[src/rtl/image_job_dispatcher.sv]
`default_nettype none
// ============================================================================
// Module      : image_job_dispatcher
// Description : Upstream stage of the image-filter main process. Host jobs
//               (X,Y,Z coordinate triples) enter a small FIFO through a
//               valid/ready port. Jobs are launched one at a time: a one-cycle
//               start pulse with X/Y/Z held stable, a wait for done, then
//               retirement before the next launch.
// Revision    : 1.0 - initial release
// ----------------------------------------------------------------------------
// Ports
//   clk           rising-edge clock
//   rst_n         asynchronous active-low reset
//   req_valid_i   host offers a job
//   req_ready_o   FIFO can accept (not full)
//   req_x/y/z_i   job coordinates
//   start_o       one-cycle launch pulse to the main process
//   x/y/z_o       coordinates of the current job, held until the next launch
//   done_i        main process finished (only looked at while waiting)
//   busy_o        job in flight or jobs queued
//   job_done_o    one-cycle pulse per normally retired job
//   job_count_o   retired-job counter, wraps 255 -> 0
//   fifo_level_o  number of queued jobs
//   timeout_o     one-cycle pulse on watchdog abort
// Configuration
//   JOB_WATCHDOG_EN : when defined, a job waiting TIMEOUT_CYCLES cycles
//                     without done is aborted (timeout_o pulses, job not
//                     counted). When undefined, waiting lasts until done and
//                     timeout_o is tied low.
// ============================================================================
module image_job_dispatcher #(
    parameter int COORD_W        = 7,
    parameter int DEPTH          = 4,
    parameter int TIMEOUT_CYCLES = 1024
) (
    input  logic                     clk,
    input  logic                     rst_n,
    input  logic                     req_valid_i,
    output logic                     req_ready_o,
    input  logic [COORD_W-1:0]       req_x_i,
    input  logic [COORD_W-1:0]       req_y_i,
    input  logic [COORD_W-1:0]       req_z_i,
    output logic                     start_o,
    output logic [COORD_W-1:0]       x_o,
    output logic [COORD_W-1:0]       y_o,
    output logic [COORD_W-1:0]       z_o,
    input  logic                     done_i,
    output logic                     busy_o,
    output logic                     job_done_o,
    output logic [7:0]               job_count_o,
    output logic [$clog2(DEPTH):0]   fifo_level_o,
    output logic                     timeout_o
);

    localparam int PTR_W = $clog2(DEPTH);
    localparam int LVL_W = PTR_W + 1;
    localparam int JOB_W = 3 * COORD_W;
    localparam logic [LVL_W-1:0] C_DEPTH = LVL_W'(DEPTH);

    // Pointer arithmetic relies on natural wrap, so DEPTH must be a power of
    // two; the watchdog counter is 16 bits wide.
    if (DEPTH < 2 || (DEPTH & (DEPTH - 1)) != 0 ||
        TIMEOUT_CYCLES < 1 || TIMEOUT_CYCLES > 65536) begin : g_param_check
        $error("image_job_dispatcher: illegal DEPTH or TIMEOUT_CYCLES");
    end

    typedef enum logic [1:0] {
        ST_IDLE   = 2'd0,
        ST_LAUNCH = 2'd1,
        ST_WAIT   = 2'd2,
        ST_RETIRE = 2'd3
    } state_t;

    // ------------------------------------------------------------------
    // Job FIFO
    // ------------------------------------------------------------------
    logic [JOB_W-1:0] mem_q [DEPTH];
    logic [PTR_W-1:0] wr_ptr_q;
    logic [PTR_W-1:0] rd_ptr_q;
    logic [LVL_W-1:0] level_q;
    logic [LVL_W-1:0] level_d;
    logic             w_full;
    logic             w_push;
    logic             w_pop;
    logic [JOB_W-1:0] w_head;

    state_t           state_q;

    // Full is taken from the registered level, so a pop on the same edge
    // never frees a slot for that edge's push.
    assign w_full = (level_q == C_DEPTH);
    assign w_push = req_valid_i & ~w_full;
    assign w_pop  = (state_q == ST_IDLE) && (level_q != '0);
    assign w_head = mem_q[rd_ptr_q];

    always_comb begin
        level_d = level_q;
        if (w_push && !w_pop) begin
            level_d = level_q + 1'b1;
        end else if (!w_push && w_pop) begin
            level_d = level_q - 1'b1;
        end
    end

    always_ff @(posedge clk or negedge rst_n) begin
        if (!rst_n) begin
            wr_ptr_q <= '0;
            rd_ptr_q <= '0;
            level_q  <= '0;
        end else begin
            if (w_push) begin
                wr_ptr_q <= wr_ptr_q + 1'b1;
            end
            if (w_pop) begin
                rd_ptr_q <= rd_ptr_q + 1'b1;
            end
            level_q <= level_d;
        end
    end

    // Storage needs no reset: an entry is only read after it was written.
    always_ff @(posedge clk) begin
        if (w_push) begin
            mem_q[wr_ptr_q] <= {req_x_i, req_y_i, req_z_i};
        end
    end

    // ------------------------------------------------------------------
    // Launch / wait / retire sequencer with registered Moore outputs
    // ------------------------------------------------------------------
    logic               start_q;
    logic [COORD_W-1:0] x_q;
    logic [COORD_W-1:0] y_q;
    logic [COORD_W-1:0] z_q;
    logic               job_done_q;
    logic [7:0]         job_count_q;
`ifdef JOB_WATCHDOG_EN
    localparam logic [15:0] C_WD_LAST = 16'(TIMEOUT_CYCLES - 1);
    logic [15:0]        wd_cnt_q;
    logic               timeout_q;
`endif

    always_ff @(posedge clk or negedge rst_n) begin
        if (!rst_n) begin
            state_q     <= ST_IDLE;
            start_q     <= 1'b0;
            x_q         <= '0;
            y_q         <= '0;
            z_q         <= '0;
            job_done_q  <= 1'b0;
            job_count_q <= '0;
`ifdef JOB_WATCHDOG_EN
            wd_cnt_q    <= '0;
            timeout_q   <= 1'b0;
`endif
        end else begin
            case (state_q)
                ST_IDLE: begin
                    if (w_pop) begin
                        state_q <= ST_LAUNCH;
                        start_q <= 1'b1;
                        {x_q, y_q, z_q} <= w_head;
                    end
                end
                ST_LAUNCH: begin
                    state_q <= ST_WAIT;
                    start_q <= 1'b0;
`ifdef JOB_WATCHDOG_EN
                    wd_cnt_q <= '0;
`endif
                end
                ST_WAIT: begin
                    // done takes priority over a coinciding watchdog expiry
                    if (done_i) begin
                        state_q    <= ST_RETIRE;
                        job_done_q <= 1'b1;
                    end
`ifdef JOB_WATCHDOG_EN
                    else if (wd_cnt_q == C_WD_LAST) begin
                        state_q   <= ST_RETIRE;
                        timeout_q <= 1'b1;
                    end else begin
                        wd_cnt_q <= wd_cnt_q + 1'b1;
                    end
`endif
                end
                ST_RETIRE: begin
                    state_q    <= ST_IDLE;
                    job_done_q <= 1'b0;
`ifdef JOB_WATCHDOG_EN
                    timeout_q  <= 1'b0;
`endif
                    // job_done_q is high here only for a normal retirement
                    if (job_done_q) begin
                        job_count_q <= job_count_q + 1'b1;
                    end
                end
                default: begin
                    state_q <= ST_IDLE;
                end
            endcase
        end
    end

    assign req_ready_o  = ~w_full;
    assign start_o      = start_q;
    assign x_o          = x_q;
    assign y_o          = y_q;
    assign z_o          = z_q;
    assign busy_o       = (state_q != ST_IDLE) || (level_q != '0);
    assign job_done_o   = job_done_q;
    assign job_count_o  = job_count_q;
    assign fifo_level_o = level_q;
`ifdef JOB_WATCHDOG_EN
    assign timeout_o    = timeout_q;
`else
    assign timeout_o    = 1'b0;
`endif

endmodule
`default_nettype wire
[config.mk]
export PLATFORM = sky130hd
export DESIGN_NAME = image_job_dispatcher
export DESIGN_NICKNAME = d
export VERILOG_FILES = /design/src/rtl/image_job_dispatcher.sv
export SDC_FILE = /design/constraint.sdc
export NUM_CORES = 1
export LEC_CHECK = 0
export CAP_MARGIN = 20
export CORE_MARGIN = 2
export CORE_UTILIZATION = 59
export CTS_CLUSTER_SIZE = 14
export DETAILED_ROUTE_END_ITERATION = 12
export HOLD_SLACK_MARGIN = 0.03
export PLACE_DENSITY = 0.93
export SETUP_SLACK_MARGIN = 0.3
export SKIP_CTS_REPAIR_TIMING = 1
export SYNTH_ARGS = -nofsm -noshare
export SYNTH_HDL_FRONTEND = slang
export SYNTH_SLANG_ARGS = --single-unit
[constraint.sdc]
create_clock -name clk -period 5.7 [get_ports clk]
set_input_delay 1.14 -clock clk [delete_from_list [all_inputs] [get_ports clk]]
set_output_delay 1.14 -clock clk [all_outputs]
set_load 0.05 [all_outputs]
### After elaboration in Yosys (flattened, before gate mapping)

Memories as Yosys holds them, arrays and structs flattened. A register that Yosys moved wholly into a read port is not among the register bits.
Index checks and enable logic that the tools add are counted.

| operators by class | value |
|---|---|
| muxes and demuxes | 11 |
| shift-type cells | 0 |
| multiply operators | 0 |
| reduce and logical (&&, ||, !) cells | 18 |
| bitwise logic cells | 2 |
| divide/modulo/power cells | 0 |
| order comparisons | 0 |
| eq/ne operators | 6 |
| $add $sub $neg | 5 |

Operator list:

| cell | number |
|---|---|
| AND reduction 2 bit | 5 |
| adder 8 x 1 -> 8 bit (second input constant) | 1 |
| one-hot mux 2 bit (4 select lines) | 1 |
| nonzero test 2 bit | 4 |
| 2-to-1 mux 3 bit | 2 |
| adder 2 x 1 -> 2 bit (second input constant) | 2 |
| equality test 2 bit (second input constant) | 2 |
| 2-to-1 mux 1 bit | 4 |
| 2-to-1 mux 2 bit | 2 |
| != test 2 bit (second input constant) | 2 |
| one-hot mux 1 bit (2 select lines) | 2 |
| adder 3 x 1 -> 3 bit (second input constant) | 1 |
| equality test 3 bit (second input constant) | 1 |
| logical AND 1 bit | 3 |
| zero test 1 bit | 3 |
| nonzero test 3 bit | 1 |
| subtractor 3 x 1 -> 3 bit (second input constant) | 1 |
| equality test 2 x 1 -> 1 bit (second input constant) | 1 |
| zero test 2 bit | 1 |
| bitwise AND 1 bit | 1 |
| logical OR 1 bit | 1 |
| inverter 1 bit | 1 |

| storage, ports and cells | value |
|---|---|
| output and inout bits | 37 |
| memory bits (writable) | 84 |
| register bits | 19 |
| bits in read-only memories | 0 |
| bits in latches | 0 |
| input bits | 25 |
| word-level logic and storage cells | 50 |
| memories kept | 1 |

Memories:

| name | words | bits a word | read ports | clocked after memory_dff | write ports | RTL line | RTL |
|---|---|---|---|---|---|---|---|
| mem_q | 4 | 21 | 1 | 1 | 1 | 77 | `logic [JOB_W-1:0] mem_q [DEPTH];` |

### Depth between registers and ports, before layout

| depth | value |
|---|---|
| depth in word-level cells | 7 |
| depth in mapped cells | 11 |
| gate-level depth less buffers | 10 |

### Worst setup path after synthesis

No wires, ideal clock.

| timing | value |
|---|---|
| path type | in2reg |
| start point | input req_valid_i |
| end point | register level_q[2] (netlist: fifo_level_o[2]) |
| path slack | 3.228 ns |
| setup time | 0.083 ns |
| cell stages on the path | 7 |
| arrival time | 2.389 ns |
| path buffers | 0 |
| required time | 5.617 ns |
| cells stage by stage | a21boi_2 ha_1 inv_1 fa_1 xor2_1 nor2_1 xor2_1 |

| between the ends | value |
|---|---|
| word-level cells in the longest chain between the ends | 4 |
| elaborated cells on any way between the ends | 6 |
| classes of those cells | 1 x mux; 1 x bitwise; 4 x reduce/logical |

RTL lines:

| item | RTL line | RTL |
|---|---|---|
| start: declaration | 38 | `input logic req_valid_i,` |
| bitwise AND 1 bit (*) | 92 | `assign w_push = req_valid_i & ~w_full;` |
| zero test 1 bit | 100 | `end else if (!w_push && w_pop) begin` |
| logical AND 1 bit | 100 |  |
| nonzero test 2 bit (no source line) | n/a |  |
| end signal: assignment | 117 | `level_q <= level_d;` |
| end: declaration | 80 | `logic [LVL_W-1:0] level_q;` |

Every way passes the cells marked *; elsewhere a longest branch is shown, timed or not.
A chain may end at the register's enable or synchronous reset.

### Worst setup path after layout

| timing | value |
|---|---|
| start point | register state_q[1] |
| end point | output busy_o |

| between the ends | value |
|---|---|
| word-level cells in the longest chain between the ends | 2 |

RTL lines:

| item | RTL line | RTL |
|---|---|---|
| start: declaration | 87 | `state_t state_q;` |
| start signal: assignment | 145 | `state_q <= ST_IDLE;` |
| start signal: assignment | 160 | `state_q <= ST_LAUNCH;` |
| start signal: assignment | 166 | `state_q <= ST_WAIT;` |
| nonzero test 2 bit | 210 | `assign busy_o = (state_q != ST_IDLE) \|\| (level_q != '0);` |
| logical OR 1 bit | 210 |  |
| end: declaration | 48 | `output logic busy_o,` |

Every way passes these cells.

==> flow_metrics.env <==
export IMPL_initial_core_util_pct=60.02
export IMPL_cts_tree="built"
export IMPL_cp_required_ps=4560
export IMPL_drtIter0Drc=195
export IMPL_seqPwrFrac_pct=38.5
export IMPL_firstDrtPassIters=4
export IMPL_async_flop_share_pct=32.26
export IMPL_htree_levels=4
export IMPL_grt_first_pass_wirelength_mm=14.10
export IMPL_cp_slowest_cell="clkdlybuf4s50_1"
export IMPL_crit_path_end_kind="primary output"
export IMPL_worstSkewPairLatency_ps=510
export IMPL_drive_gt1_share_pct=15.22
export IMPL_layout_min_cycle_time_ps=3484
export IMPL_swShare_pct=37.68
export IMPL_crit_path_start_kind="flop"
export IMPL_grt_pass1_vias=2822
export IMPL_drc=0
export IMPL_worst_pin_slew_ps=1097
export IMPL_status="finished clean"
export IMPL_p_leak_nw=2.303
export IMPL_portBuffers=60
export IMPL_p_total_w=0.003711
export IMPL_maxCapViolations=0
export IMPL_die_area_mm2=0.008974
export IMPL_combPwrFrac_pct=36.5
export IMPL_cts_path_max_buffers=2
export IMPL_yosysWarningCount=0
export IMPL_die_w_um=94.73
export IMPL_max_freq_mhz=287.0
export IMPL_grt_usage_pct=22.23
export IMPL_wl_per_cell_um=19.45
export IMPL_dp_hpwl_mm=5.388
export IMPL_criticalPathCategory="reg -> out"
export IMPL_die_y_um=94.73
export IMPL_syn_nets=322
export IMPL_nNetsFinal=392
export IMPL_p_per_area_mw_per_mm2=616.7
export IMPL_netlist_area_mm2=0.004857
export IMPL_holdWs_ps=469.2
export IMPL_final_cells=473
export IMPL_ys_types=30
export IMPL_placedCellCount=441
export IMPL_ys_ff_latch=124
export IMPL_tns_ps=0
export IMPL_detail_route_antenna_nets=0
export IMPL_syn_area_per_cell_um2=17.04
export IMPL_path_buf_inv=3
export IMPL_ioPinCount=62
export IMPL_fin_crit_sh_pct=61.13
export IMPL_antennaDiodeCount=0
export IMPL_max_slew_margin_rel_pct=26.90
export IMPL_area_delta_synth_final_pct=23.88
export IMPL_path_clk_slew_ps=60
export IMPL_totalWireLength_mm=9.200
export IMPL_cts_sinks=124
export IMPL_cts_buffers=17
export IMPL_cts_root_buf="clkbuf_8"
export IMPL_clockPowerShare_pct=25.1
export IMPL_antenna_found_initial=0
export IMPL_viasPerCell=5.552
export IMPL_crit_top_cell="inv_1"
export IMPL_synth_edf_count=84
export IMPL_cpPeakStageDelay_ps=720
export IMPL_seq_area_frac_synth_pct=72.54
export IMPL_core_area_mm2=0.008093
export IMPL_hp_class="reg -> reg"
export IMPL_syn_inst=285
export IMPL_drv_slew=0
export IMPL_finalHoldViolCount=0
export IMPL_p_switching_w=0.001398
export IMPL_crit_fanout=4
export IMPL_fill_cells=480
export IMPL_vdd_drop_max_mv=0.3389
export IMPL_skew_ps=10.19
export IMPL_grt_setup_unrepaired="no"
export IMPL_place_congestion=0.7614
export IMPL_grt_start_max_net_pins=41
export IMPL_grt_overflow_total=0
export IMPL_vias=2626
export IMPL_setup_viol=0
export IMPL_crit_chain="inv_1 > ha_1 > nor4b_2 > inv_1 > clkdlybuf4s50_1"
export IMPL_cp_top_family="buffers and inverters"
export IMPL_p_int_w=0.002313
export IMPL_synth_flop_cell="edfxtp_1"
export IMPL_cp_arrival_ps=2340
export IMPL_row_count=33
[synth_stat cells, drive strengths merged, types with 2 or more instances]
library cell  instances  area [um2]
xor2                  3       26.28
nor2                  6       22.52
xnor2                10       87.58
nand2                69       259.0
inv                   8       30.03
and2                  4       25.02
nand4                 2       12.51
edfxtp               84        2522
mux4                 21       484.2
buf                  10       91.33
dfrtp                40        1001
mux2                  4       45.04
ha                   11       137.6
a21oi                 2       10.01
[layout by cell type, fill, tap and decap left out, types with 4 or more instances in the layout]
| cell | count |
|---|---|
| ha_1 | 11 |
| clkinv_2 | 5 |
| nor2_1 | 6 |
| xnor2_1 | 10 |
| inv_1 | 7 |
| clkbuf_16 | 17 |
| mux4_2 | 18 |
| nand2_1 | 69 |
| edfxtp_1 | 84 |
| clkdlybuf4s50_1 | 59 |
| dfrtp_1 | 40 |
| and2_1 | 4 |
| mux2_2 | 4 |
[cells by family (layout without fill, tap and decap cells)]
logic type / count (synthesis) / after routing / synth area share (%)
flops: 124 / 124 / 72.54
simple gates: 86 / 86 / 7.470
mux: 25 / 25 / 10.90
buf+inv: 18 / 101 / 2.499
xor+xnor: 13 / 13 / 2.344
fa+ha+maj: 12 / 12 / 3.246
compound gates: 6 / 6 / 0.9273
other cells: 1 / 1 / 0.07721
[layer usage]
layer,routed length [um],GRT usage (%)
met1,3608,25.87
met2,4983,37.94
met3,405,6.624
met4,203,10.51
met5,0,0
[sequential cells by signal, summed over array words and instances, names as in the netlist]
signal        count
start_o           1
job_done_o        1
z_o               7
wr_ptr_q          2
x_o               7
mem_q            84
job_count_o       8
rd_ptr_q          2
fifo_level_o      3
state_q           2
y_o               7
[metrics by stage]
stage	setup WS, ps	instance area [um2]	util, %
final	2216	6017	74.35
after global routing	2009	6017	74.35
after CTS	2184	6017	74.35
after detailed placement	2483	5500	67.97
after global placement	2531	5500	67.97
after floorplan	3228	4857	-
[worst paths after layout]
kind / endpoint / startpoint / slack (ps) / depth (start not counted)
setup / recovery: busy_o / state_q[1] / 2220 / 5
hold / removal: job_count_o[7] / job_count_o[7] / 470 / 1
setup reg to reg: fifo_level_o[1] / state_q[1] / 2470 / 8
hold reg to reg: job_count_o[7] / job_count_o[7] / 470 / 1
max in group asynchronous: x_o[5] / rst_n / 4360 / 1
min in group asynchronous: job_count_o[6] / rst_n / 770 / 1
[power by group through the flow]
stage | logic [W] | clock network (W) | registers, W
finish | 0.00135 | 0.000930 | 0.00143
global route | 0.00145 | 0.000981 | 0.00146
CTS | 0.00137 | 0.000943 | 0.00143
detailed placement | 0.00134 | 0 | 0.00143
global placement | 0.00129 | 0 | 0.00141
floorplan | 0.000659 | 0 | 0.00173
[cell type report]
cell class | count | area, um2 | share of cell area [%]
timing repair buffer | 61 | 603.1 | 10.02
inverter | 8 | 30.03 | 0.4991
clock inverter | 11 | 66.31 | 1.102
tap | 105 | 131.4 | 2.183
sequential | 124 | 3523 | 58.56
clock buffer | 21 | 450.4 | 7.486
multi-input combinational | 143 | 1212 | 20.15
Note: power is estimated with default switching activity, not from simulation.
